===== src/rtl/dram_copy_engine.sv =====
// ============================================================================
// dram_copy_engine : DRAM-to-DRAM burst word copier with byte-serial echo
// Rev 1.0
// ============================================================================
`default_nettype none

module dram_copy_engine #(
    parameter int DATA_W = 64,
    parameter int ADDR_W = 13,
    parameter int LEN_W  = 4
) (
    input  logic              clk,
    input  logic              rst_n,
    input  logic              in_valid,
    input  logic [ADDR_W-1:0] src_addr,
    input  logic [ADDR_W-1:0] dst_addr,
    input  logic [LEN_W-1:0]  len,
    output logic              busy,
    output logic              out_valid,
    output logic [7:0]        out_data,
    output logic              out_last,
    output logic              err,
    output logic              AR_VALID,
    input  logic              AR_READY,
    output logic [31:0]       AR_ADDR,
    input  logic              R_VALID,
    output logic              R_READY,
    input  logic [DATA_W-1:0] R_DATA,
    input  logic [1:0]        R_RESP,
    output logic              AW_VALID,
    input  logic              AW_READY,
    output logic [31:0]       AW_ADDR,
    output logic              W_VALID,
    input  logic              W_READY,
    output logic [DATA_W-1:0] W_DATA,
    input  logic              B_VALID,
    output logic              B_READY,
    input  logic [1:0]        B_RESP
);

    localparam int BYTES = DATA_W / 8;
    localparam int BW    = (BYTES > 1) ? $clog2(BYTES) : 1;

    typedef enum logic [2:0] {
        S_IDLE = 3'd0,
        S_AR   = 3'd1,
        S_R    = 3'd2,
        S_WR   = 3'd3,
        S_B    = 3'd4,
        S_OUT  = 3'd5
    } state_t;

    state_t            r_state;
    state_t            w_next;
    logic [ADDR_W-1:0] r_src;
    logic [ADDR_W-1:0] r_dst;
    logic [LEN_W-1:0]  r_len;
    logic [LEN_W:0]    r_idx;
    logic [DATA_W-1:0] r_buf;
    logic              r_err;
    logic              r_aw_done;
    logic              r_w_done;
    logic [BW-1:0]     r_byte;

    logic              w_aw_hs;
    logic              w_w_hs;
    logic              w_wr_done;
    logic              w_last_word;
    logic              w_last_byte;
    logic [ADDR_W-1:0] w_rd_addr;
    logic [ADDR_W-1:0] w_wr_addr;
    logic [DATA_W-1:0] w_shifted;

    // Address arithmetic wraps naturally at ADDR_W bits.
    assign w_rd_addr   = r_src + ADDR_W'(r_idx);
    assign w_wr_addr   = r_dst + ADDR_W'(r_idx);
    assign w_last_word = (r_idx == {1'b0, r_len});
    assign w_last_byte = (r_byte == BW'(BYTES - 1));
    assign w_shifted   = r_buf << {r_byte, 3'b000};
    assign w_aw_hs     = (r_state == S_WR) && !r_aw_done && AW_READY;
    assign w_w_hs      = (r_state == S_WR) && !r_w_done && W_READY;
    assign w_wr_done   = (r_aw_done || w_aw_hs) && (r_w_done || w_w_hs);

    always_ff @(posedge clk or negedge rst_n) begin
        if (!rst_n) begin
            r_state <= S_IDLE;
        end else begin
            r_state <= w_next;
        end
    end

    // Every output is decoded from registered state only.
    always_comb begin
        w_next    = r_state;
        busy      = (r_state != S_IDLE);
        err       = r_err;
        out_valid = 1'b0;
        out_data  = 8'h00;
        out_last  = 1'b0;
        AR_VALID  = 1'b0;
        AR_ADDR   = 32'h0;
        R_READY   = 1'b0;
        AW_VALID  = 1'b0;
        AW_ADDR   = 32'h0;
        W_VALID   = 1'b0;
        W_DATA    = '0;
        B_READY   = 1'b0;
        case (r_state)
            S_IDLE: begin
                if (in_valid) w_next = S_AR;
            end
            S_AR: begin
                AR_VALID = 1'b1;
                AR_ADDR  = 32'(w_rd_addr);
                if (AR_READY) w_next = S_R;
            end
            S_R: begin
                R_READY = 1'b1;
                if (R_VALID) w_next = S_WR;
            end
            S_WR: begin
                if (!r_aw_done) begin
                    AW_VALID = 1'b1;
                    AW_ADDR  = 32'(w_wr_addr);
                end
                if (!r_w_done) begin
                    W_VALID = 1'b1;
                    W_DATA  = r_buf;
                end
                if (w_wr_done) w_next = S_B;
            end
            S_B: begin
                B_READY = 1'b1;
                if (B_VALID) w_next = S_OUT;
            end
            S_OUT: begin
                out_valid = 1'b1;
                out_data  = w_shifted[DATA_W-1 -: 8];
                out_last  = w_last_byte && w_last_word;
                if (w_last_byte) w_next = w_last_word ? S_IDLE : S_AR;
            end
            default: w_next = S_IDLE;
        endcase
    end

    always_ff @(posedge clk or negedge rst_n) begin
        if (!rst_n) begin
            r_src     <= '0;
            r_dst     <= '0;
            r_len     <= '0;
            r_idx     <= '0;
            r_buf     <= '0;
            r_err     <= 1'b0;
            r_aw_done <= 1'b0;
            r_w_done  <= 1'b0;
            r_byte    <= '0;
        end else begin
            case (r_state)
                S_IDLE: begin
                    if (in_valid) begin
                        r_src <= src_addr;
                        r_dst <= dst_addr;
                        r_len <= len;
                        r_idx <= '0;
                        r_err <= 1'b0;
                    end
                end
                S_R: begin
                    if (R_VALID) begin
                        r_buf <= R_DATA;
                        r_err <= r_err | (|R_RESP);
                    end
                end
                S_WR: begin
                    // AW and W may complete in either order; remember each.
                    if (w_wr_done) begin
                        r_aw_done <= 1'b0;
                        r_w_done  <= 1'b0;
                    end else begin
                        if (w_aw_hs) r_aw_done <= 1'b1;
                        if (w_w_hs)  r_w_done  <= 1'b1;
                    end
                end
                S_B: begin
                    if (B_VALID) r_err <= r_err | (|B_RESP);
                end
                S_OUT: begin
                    if (w_last_byte) begin
                        r_byte <= '0;
                        if (!w_last_word) r_idx <= r_idx + 1'b1;
                    end else begin
                        r_byte <= r_byte + 1'b1;
                    end
                end
                default: ;
            endcase
        end
    end

endmodule

`default_nettype wire


===== config.mk =====
export PLATFORM = sky130hd
export DESIGN_NAME = dram_copy_engine
export DESIGN_NICKNAME = d
export VERILOG_FILES = /design/src/rtl/dram_copy_engine.sv
export SDC_FILE = /design/constraint.sdc
export NUM_CORES = 1
export LEC_CHECK = 0
export ABC_AREA = 1
export BUFFER_PORTS_ARGS = -buffer_cell sky130_fd_sc_hd__buf_4
export CAP_MARGIN = 20
export CELL_PAD_IN_SITES_DETAIL_PLACEMENT = 1
export CELL_PAD_IN_SITES_GLOBAL_PLACEMENT = 2
export CORE_MARGIN = 3
export CORE_UTILIZATION = 27
export DETAILED_ROUTE_END_ITERATION = 6
export MAX_ROUTING_LAYER = met4
export PLACE_DENSITY = 0.85
export SKIP_LAST_GASP = 1
export SLEW_MARGIN = 10
export SYNTH_ARGS = -nofsm -noshare
export SYNTH_HDL_FRONTEND = slang
export SYNTH_SLANG_ARGS = --single-unit

===== constraint.sdc =====
create_clock -name clk -period 2.5 [get_ports clk]
set_input_delay 0.125 -clock clk [delete_from_list [all_inputs] [get_ports clk]]
set_output_delay 0.125 -clock clk [all_outputs]
set_load 0.05 [all_outputs]

==> flow_metrics.env, run 1 <==
export IMPL_clkLatencyLatePin_ps=360
export IMPL_die_w_um=161
export IMPL_status="finished, final reports clean"
export IMPL_routabilityCongestion=0.815
export IMPL_finalMaxSlewViolations=0
export IMPL_antenna_found_initial=0
export IMPL_fmax_mhz=420
export IMPL_synth_top_area_share_pct=41.4
export IMPL_cts_max_path_buffers=2
export IMPL_ys_flop_type="dfrtp_1"
export IMPL_crit_required_ps=2380
export IMPL_syn_to_final_growth_pct=43.8
export IMPL_port_buffer_count=212
export IMPL_crit_path_max_incr_delay_ps=440
export IMPL_start_kind="flop"
export IMPL_hold_class="input pin to flop"
export IMPL_fin_nets=1249
export IMPL_finalHoldViolCount=0
export IMPL_grtUsageMet1_pct=22.5
export IMPL_synth_area_leaders="dfrtp_1, nor2_1, a21oi_1"
export IMPL_max_slew_worst_pin_slew_ps=525
export IMPL_worstSetupEndpointType="output pin"
export IMPL_grtUsageMet2_pct=29.9
export IMPL_synth_xor_area_share_pct=0.403
export IMPL_p_leak_uw=0.00480
export IMPL_synthMuxAreaShare_pct=7.94
export IMPL_fp_row_count=56
export IMPL_seq_area_um2=2710
export IMPL_whs_path_depth=3
export IMPL_rsz0062_at_grt="true"
export IMPL_dp_cells=1375
export IMPL_initial_core_util_pct=27.6
export IMPL_skew_ps=5.06
export IMPL_clk_pin_slew_ps=80
export IMPL_routed_via_density=4.51
export IMPL_synth_top_family_by_area="simple AND/OR/NAND/NOR gates"
export IMPL_postRouteWirelength_mm=23.1
export IMPL_yosys_warnings=0
export IMPL_diodes=0
export IMPL_drv_cap=0
export IMPL_yosysUniqueCellTypes=30
export IMPL_dp_hpwl_mm=17.8
export IMPL_reg2regPathDepth=7
export IMPL_syn_instance_count=862
export IMPL_ir_worst_vdd_mv=0.381
export IMPL_path_cells="ha_4 -> inv_2 -> fa_2 -> nor2_2 -> nor2_2 -> o21ai_1 -> buf_4 -> nand2_1 -> o21ai_1 -> nor2_1 -> buf_6"
export IMPL_stdcell_count=1452
export IMPL_io_pins=251
export IMPL_grt_pass1_wl_mm=36.9
export IMPL_netlist_area_um2=6520
export IMPL_ys_seq_area_share_pct=41.4
export IMPL_dieArea_um2=26100
export IMPL_slowest_stage="dfrtp_2"
export IMPL_synth_seq_cells=108
export IMPL_grt_max_degree=53
export IMPL_slew_headroom_pct=65.0
export IMPL_track_usage_pct=18.2
export IMPL_cp_arrival_ps=2260
export IMPL_cts_tree="done"
export IMPL_htreeDepth=3
export IMPL_multi_input_area_um2=3260
export IMPL_yosys_area_top_type="dfrtp_1"
export IMPL_synth_fa_ha_area_share_pct=3.11
export IMPL_synth_edff_count=0
export IMPL_dieHeight_um=161
export IMPL_synth_simple_area_share_pct=21.7
export IMPL_path_max_fanout=5
export IMPL_hold_ws_ps=12.5
export IMPL_cts_buffers=9
export IMPL_period_needed_ps=2380
export IMPL_mostFrequentLayoutCells="buf_4, nor2_1, nand2_1, dfrtp_1, a21oi_1"
export IMPL_drcViolationCount=0
export IMPL_firstDrtPassIters=4
export IMPL_cts_root_buffer="clkbuf_16"
export IMPL_async_flop_share_pct=100
export IMPL_layout_drive_gt1_share_pct=28.7
export IMPL_use_met3_pct=4.67
export IMPL_n_fill_cell=2904
export IMPL_overflow=0
export IMPL_initialDrtViolationCount=211
export IMPL_final_antenna_net_count=0
export IMPL_criticalPathCategory="flop to output pin"
export IMPL_vias=6546
export IMPL_final_common_cell="buf_4"
export IMPL_post_route_period_util_pct=95.2
export IMPL_grt_pass1_vias=6872
export IMPL_setup_viol=0
export IMPL_pwr_density_cell_nw_per_um2=1070
export IMPL_wl_per_cell_um=15.9
export IMPL_core_um2=23600
export IMPL_syn_avg_cell_area_um2=7.57
export IMPL_synth_compound_area_share_pct=13.4
export IMPL_grt_busiest_layer="met2"
export IMPL_cts_sinks=108
[registers in the layout, indices dropped and copies added, names as in the netlist]
name / count
err: 1
r_aw_done: 1
r_buf: 64
r_byte: 3
r_dst: 13
r_idx: 5
r_len: 4
r_src: 13
r_state: 3
r_w_done: 1
[worst max-delay path: cells and delay by family, from the launching register on]
| kind | cells | cell delay (ps) |
|---|---|---|
| fa+ha+maj | 2 | 550 |
| flops | 1 | 440 |
| buf+inv | 3 | 350 |
| compound gates | 2 | 280 |
| simple gates | 4 | 280 |
[synth_stat cells, types with 2 or more instances]
| cell type | n |
|---|---|
| a31oi_1 | 7 |
| a21boi_0 | 2 |
| nor3_1 | 2 |
| fa_1 | 2 |
| inv_1 | 83 |
| ha_1 | 13 |
| mux2_1 | 2 |
| nor2_1 | 171 |
| or2_2 | 2 |
| buf_2 | 18 |
| clkinv_1 | 3 |
| nand3_1 | 37 |
| o21ai_0 | 57 |
| xor2_1 | 2 |
| a21oi_1 | 104 |
| mux2_2 | 44 |
| dfrtp_1 | 108 |
| nand4_1 | 2 |
| nand2_1 | 136 |
| clkbuf_1 | 18 |
| nand3b_1 | 3 |
| buf_4 | 38 |
[metrics by stage]
stage / total power (uW) / area (um^2) / TNS [ps] / setup slack (ps) / utilization [%]
2_1_floorplan: 6710 / 6670 / -17.5 / -17.5 / -
3_3_place_gp: 8270 / 8390 / 0 / 229 / 35.5
3_5_place_dp: 8390 / 8390 / 0 / 104 / 35.5
4_1_cts: 10000 / 9260 / -0.840 / -0.840 / 39.2
5_1_grt: 10900 / 9380 / -87.0 / -67.9 / 39.7
6_report: 10000 / 9380 / 0 / 120 / 39.7
[area by class of cell]
type / count / share of cell area, %
Sequential cell: 108 / 28.8
Clock buffer: 10 / 2.55
Clock inverter: 6 / 0.640
Timing Repair Buffer: 294 / 25.5
Multi-Input combinational cell: 629 / 34.7
Tap cell: 319 / 4.25
Inverter: 86 / 3.48
[layer usage]
layer  wire, um  up-vias
li1           -     3227
met1      10000     3096
met2      11100      198
met3       1580       25
met4        375        0
met5          0        -
[cells by family after synthesis]
group,count (synthesis)
and+or+nand+nor,356
adders and majority gates,15
xor gates and xnor gates,3
muxes,46
AOI/OAI and AO/OA,171
other,1
buffers and inverters,162
DFF,108
[timing repair]
item | 4_1_cts | 5_1_grt
hold buffers | 54 | 0
setup buffers | 2 | 5
resized for setup | 7 | 28
endpoints found under the setup margin | 8 | 30
hold endpoints to repair | 86 | 0
pin swaps | 0 | 7
[final timing paths]
| check | start | end | slack [ps] |
|---|---|---|---|
| max | r_idx[0] | AR_ADDR[12] | 120 |
| min | R_DATA[9] | r_buf[9] | 10 |
| max reg2reg | r_byte[1] | r_idx[3] | 610 |
| min reg2reg | r_state[1] | r_state[1] | 520 |
| max in group asynchronous | rst_n | r_idx[0] | 1470 |
| min in group asynchronous | rst_n | r_src[12] | 270 |
[power breakdown]
group          switching [uW]  total (uW)  leakage, uW  internal [uW]
Sequential                598        3140      0.00124           2540
Clock                     760        1500     0.000150            738
Combinational            3540        5370      0.00341           1820
No activity file was read; power rests on OpenSTA's default activity.
==> run 2, diff against run 1 <==
--- a/config.mk
+++ b/config.mk
@@ -8,13 +8,11 @@
 export ABC_AREA = 1
 export BUFFER_PORTS_ARGS = -buffer_cell sky130_fd_sc_hd__buf_4
 export CAP_MARGIN = 20
-export CELL_PAD_IN_SITES_DETAIL_PLACEMENT = 1
-export CELL_PAD_IN_SITES_GLOBAL_PLACEMENT = 2
 export CORE_MARGIN = 3
-export CORE_UTILIZATION = 27
+export CORE_UTILIZATION = 50
 export DETAILED_ROUTE_END_ITERATION = 6
 export MAX_ROUTING_LAYER = met4
-export PLACE_DENSITY = 0.85
+export PLACE_DENSITY = 0.84
 export SKIP_LAST_GASP = 1
 export SLEW_MARGIN = 10
 export SYNTH_ARGS = -nofsm -noshare
==> run 2 against run 1 <==
Compared with the run above: global-route usage is 9.5 points higher; core utilization up 31 points; via count is 2.0% higher; first-iteration DRC count rose to 4.0 times the previous value; critical endpoint is now AR_ADDR[7]; largest cell class unchanged; largest power group unchanged.
==> flow_metrics.env, run 2 (synthesized netlist as in run 1, its figures left out) <==
export IMPL_cts_sinks=108
export IMPL_setup_viol=0
export IMPL_postRouteWirelength_mm=20.0
export IMPL_grt_pass1_wl_mm=31.3
export IMPL_criticalPathCategory="flop to output pin"
export IMPL_dp_cells=1225
export IMPL_slew_headroom_pct=62.6
export IMPL_final_common_cell="buf_4"
export IMPL_fp_row_count=41
export IMPL_grt_pass1_vias=6282
export IMPL_mostFrequentLayoutCells="buf_4, nor2_1, nand2_1, dfrtp_1, a21oi_1"
export IMPL_hold_class="input pin to flop"
export IMPL_initialDrtViolationCount=841
export IMPL_io_pins=251
export IMPL_die_w_um=120
export IMPL_max_slew_worst_pin_slew_ps=561
export IMPL_status="finished, final reports clean"
export IMPL_period_needed_ps=2480
export IMPL_fmax_mhz=404
export IMPL_firstDrtPassIters=6
export IMPL_syn_to_final_growth_pct=37.3
export IMPL_finalMaxSlewViolations=0
export IMPL_p_leak_uw=0.00466
export IMPL_cts_max_path_buffers=2
export IMPL_initial_core_util_pct=51.5
export IMPL_cts_tree="done"
export IMPL_start_kind="flop"
export IMPL_crit_required_ps=2380
export IMPL_reg_largest_list="r_buf x64, r_dst x13, r_src x13"
export IMPL_routabilityCongestion=0.888
export IMPL_clk_pin_slew_ps=80
export IMPL_track_usage_pct=27.7
export IMPL_port_buffer_count=212
export IMPL_overflow=0
export IMPL_ir_worst_vdd_mv=0.757
export IMPL_dieArea_um2=14500
export IMPL_clkLatencyLatePin_ps=360
export IMPL_grt_max_degree=46
export IMPL_finalHoldViolCount=0
export IMPL_core_um2=12700
export IMPL_dieHeight_um=120
export IMPL_pwr_density_cell_nw_per_um2=1110
export IMPL_wl_per_cell_um=15.7
export IMPL_cts_buffers=9
export IMPL_diodes=0
export IMPL_dp_hpwl_mm=14.1
export IMPL_cp_arrival_ps=2350
export IMPL_stdcell_count=1278
export IMPL_drcViolationCount=0
export IMPL_worstSetupEndpointType="output pin"
export IMPL_htreeDepth=3
export IMPL_top_register="r_buf"
export IMPL_min_from="R_DATA[22]"
export IMPL_vias=6679
export IMPL_r2r_start="r_state[0]"
export IMPL_layout_drive_gt1_share_pct=28.3
export IMPL_skew_ps=6.72
export IMPL_total_power_uw=9900
export IMPL_path_max_fanout=6
export IMPL_antenna_found_initial=0
export IMPL_fin_nets=1222
export IMPL_pre_cts_slack_ps=282
export IMPL_cts_root_buffer="clkbuf_16"
export IMPL_postLayoutSetupSlackWorst_ps=23.6
export IMPL_routed_via_density=5.23
export IMPL_final_antenna_net_count=0
export IMPL_crit_start="r_idx[4]"
export IMPL_drv_cap=0
export IMPL_post_route_period_util_pct=99.1
export IMPL_largest_register_ffs=64
run 2: through the flow:
step	hold slack, ps	instance area (um^2)	TNS [ps]	utilization, %
floorplan	-171	6670	-17.5	-
global placement	138	8180	0	64.6
detailed placement	141	8180	0	64.6
CTS	0.329	8870	0	70.0
global route	0.246	8960	-349	70.7
finish	6.18	8960	0	70.7
run 2: layout make-up:
class | instances | area (um^2)
fill | 982 | 3710
tap | 172 | 215
inverter | 86 | 323
multi-input combinational | 629 | 3270
sequential | 108 | 2710
timing repair buffer | 267 | 2130
clock buffer | 10 | 239
clock inverter | 6 | 82.6
run 2: worst max-delay path, stage by stage (launching register included):
cell     delay, ps
dfrtp_1        470
ha_1           410
a21oi_2        250
o21ai_0        190
a21oi_1        230
nor2_1          90
a21oi_1        140
buf_4          220
run 2: timing repair:
| action | 4_1_cts | 5_1_grt |
|---|---|---|
| endpoints found under the setup margin | 6 | 11 |
| gates resized for setup | 1 | 20 |
| endpoints found under the hold margin | 70 | 0 |
| pin swaps | 0 | 1 |
| setup buffers | 1 | 0 |
| hold buffers | 36 | 0 |
run 2: power breakdown:
| group | leakage [uW] | internal (uW) | switching (uW) |
|---|---|---|---|
| combinational | 0.00327 | 1760 | 3480 |
| sequential | 0.00124 | 2550 | 591 |
| clock | 0.000154 | 826 | 701 |
| total | 0.00466 | 5130 | 4770 |
run 2: layer usage:
layer	track usage (%)	vias to the layer above	share of wire [%]
li1	-	3184	-
met1	33.5	3107	40
met2	46.0	333	49
met3	6.83	55	8.3
met4	9.14	0	2.6
met5	-	-	0
run 2: worst paths after layout:
path / end / slack (ps) / cells after the start
max in group asynchronous: r_buf[42] / 1440 / 3
worst min register to register: r_src[4] / 530 / 1
min in group asynchronous: r_src[11] / 290 / 2
worst max register to register: r_idx[3] / 560 / 7
worst min-delay path: r_buf[22] / 6 / 3
worst max-delay path: AR_ADDR[7] / 20 / 7
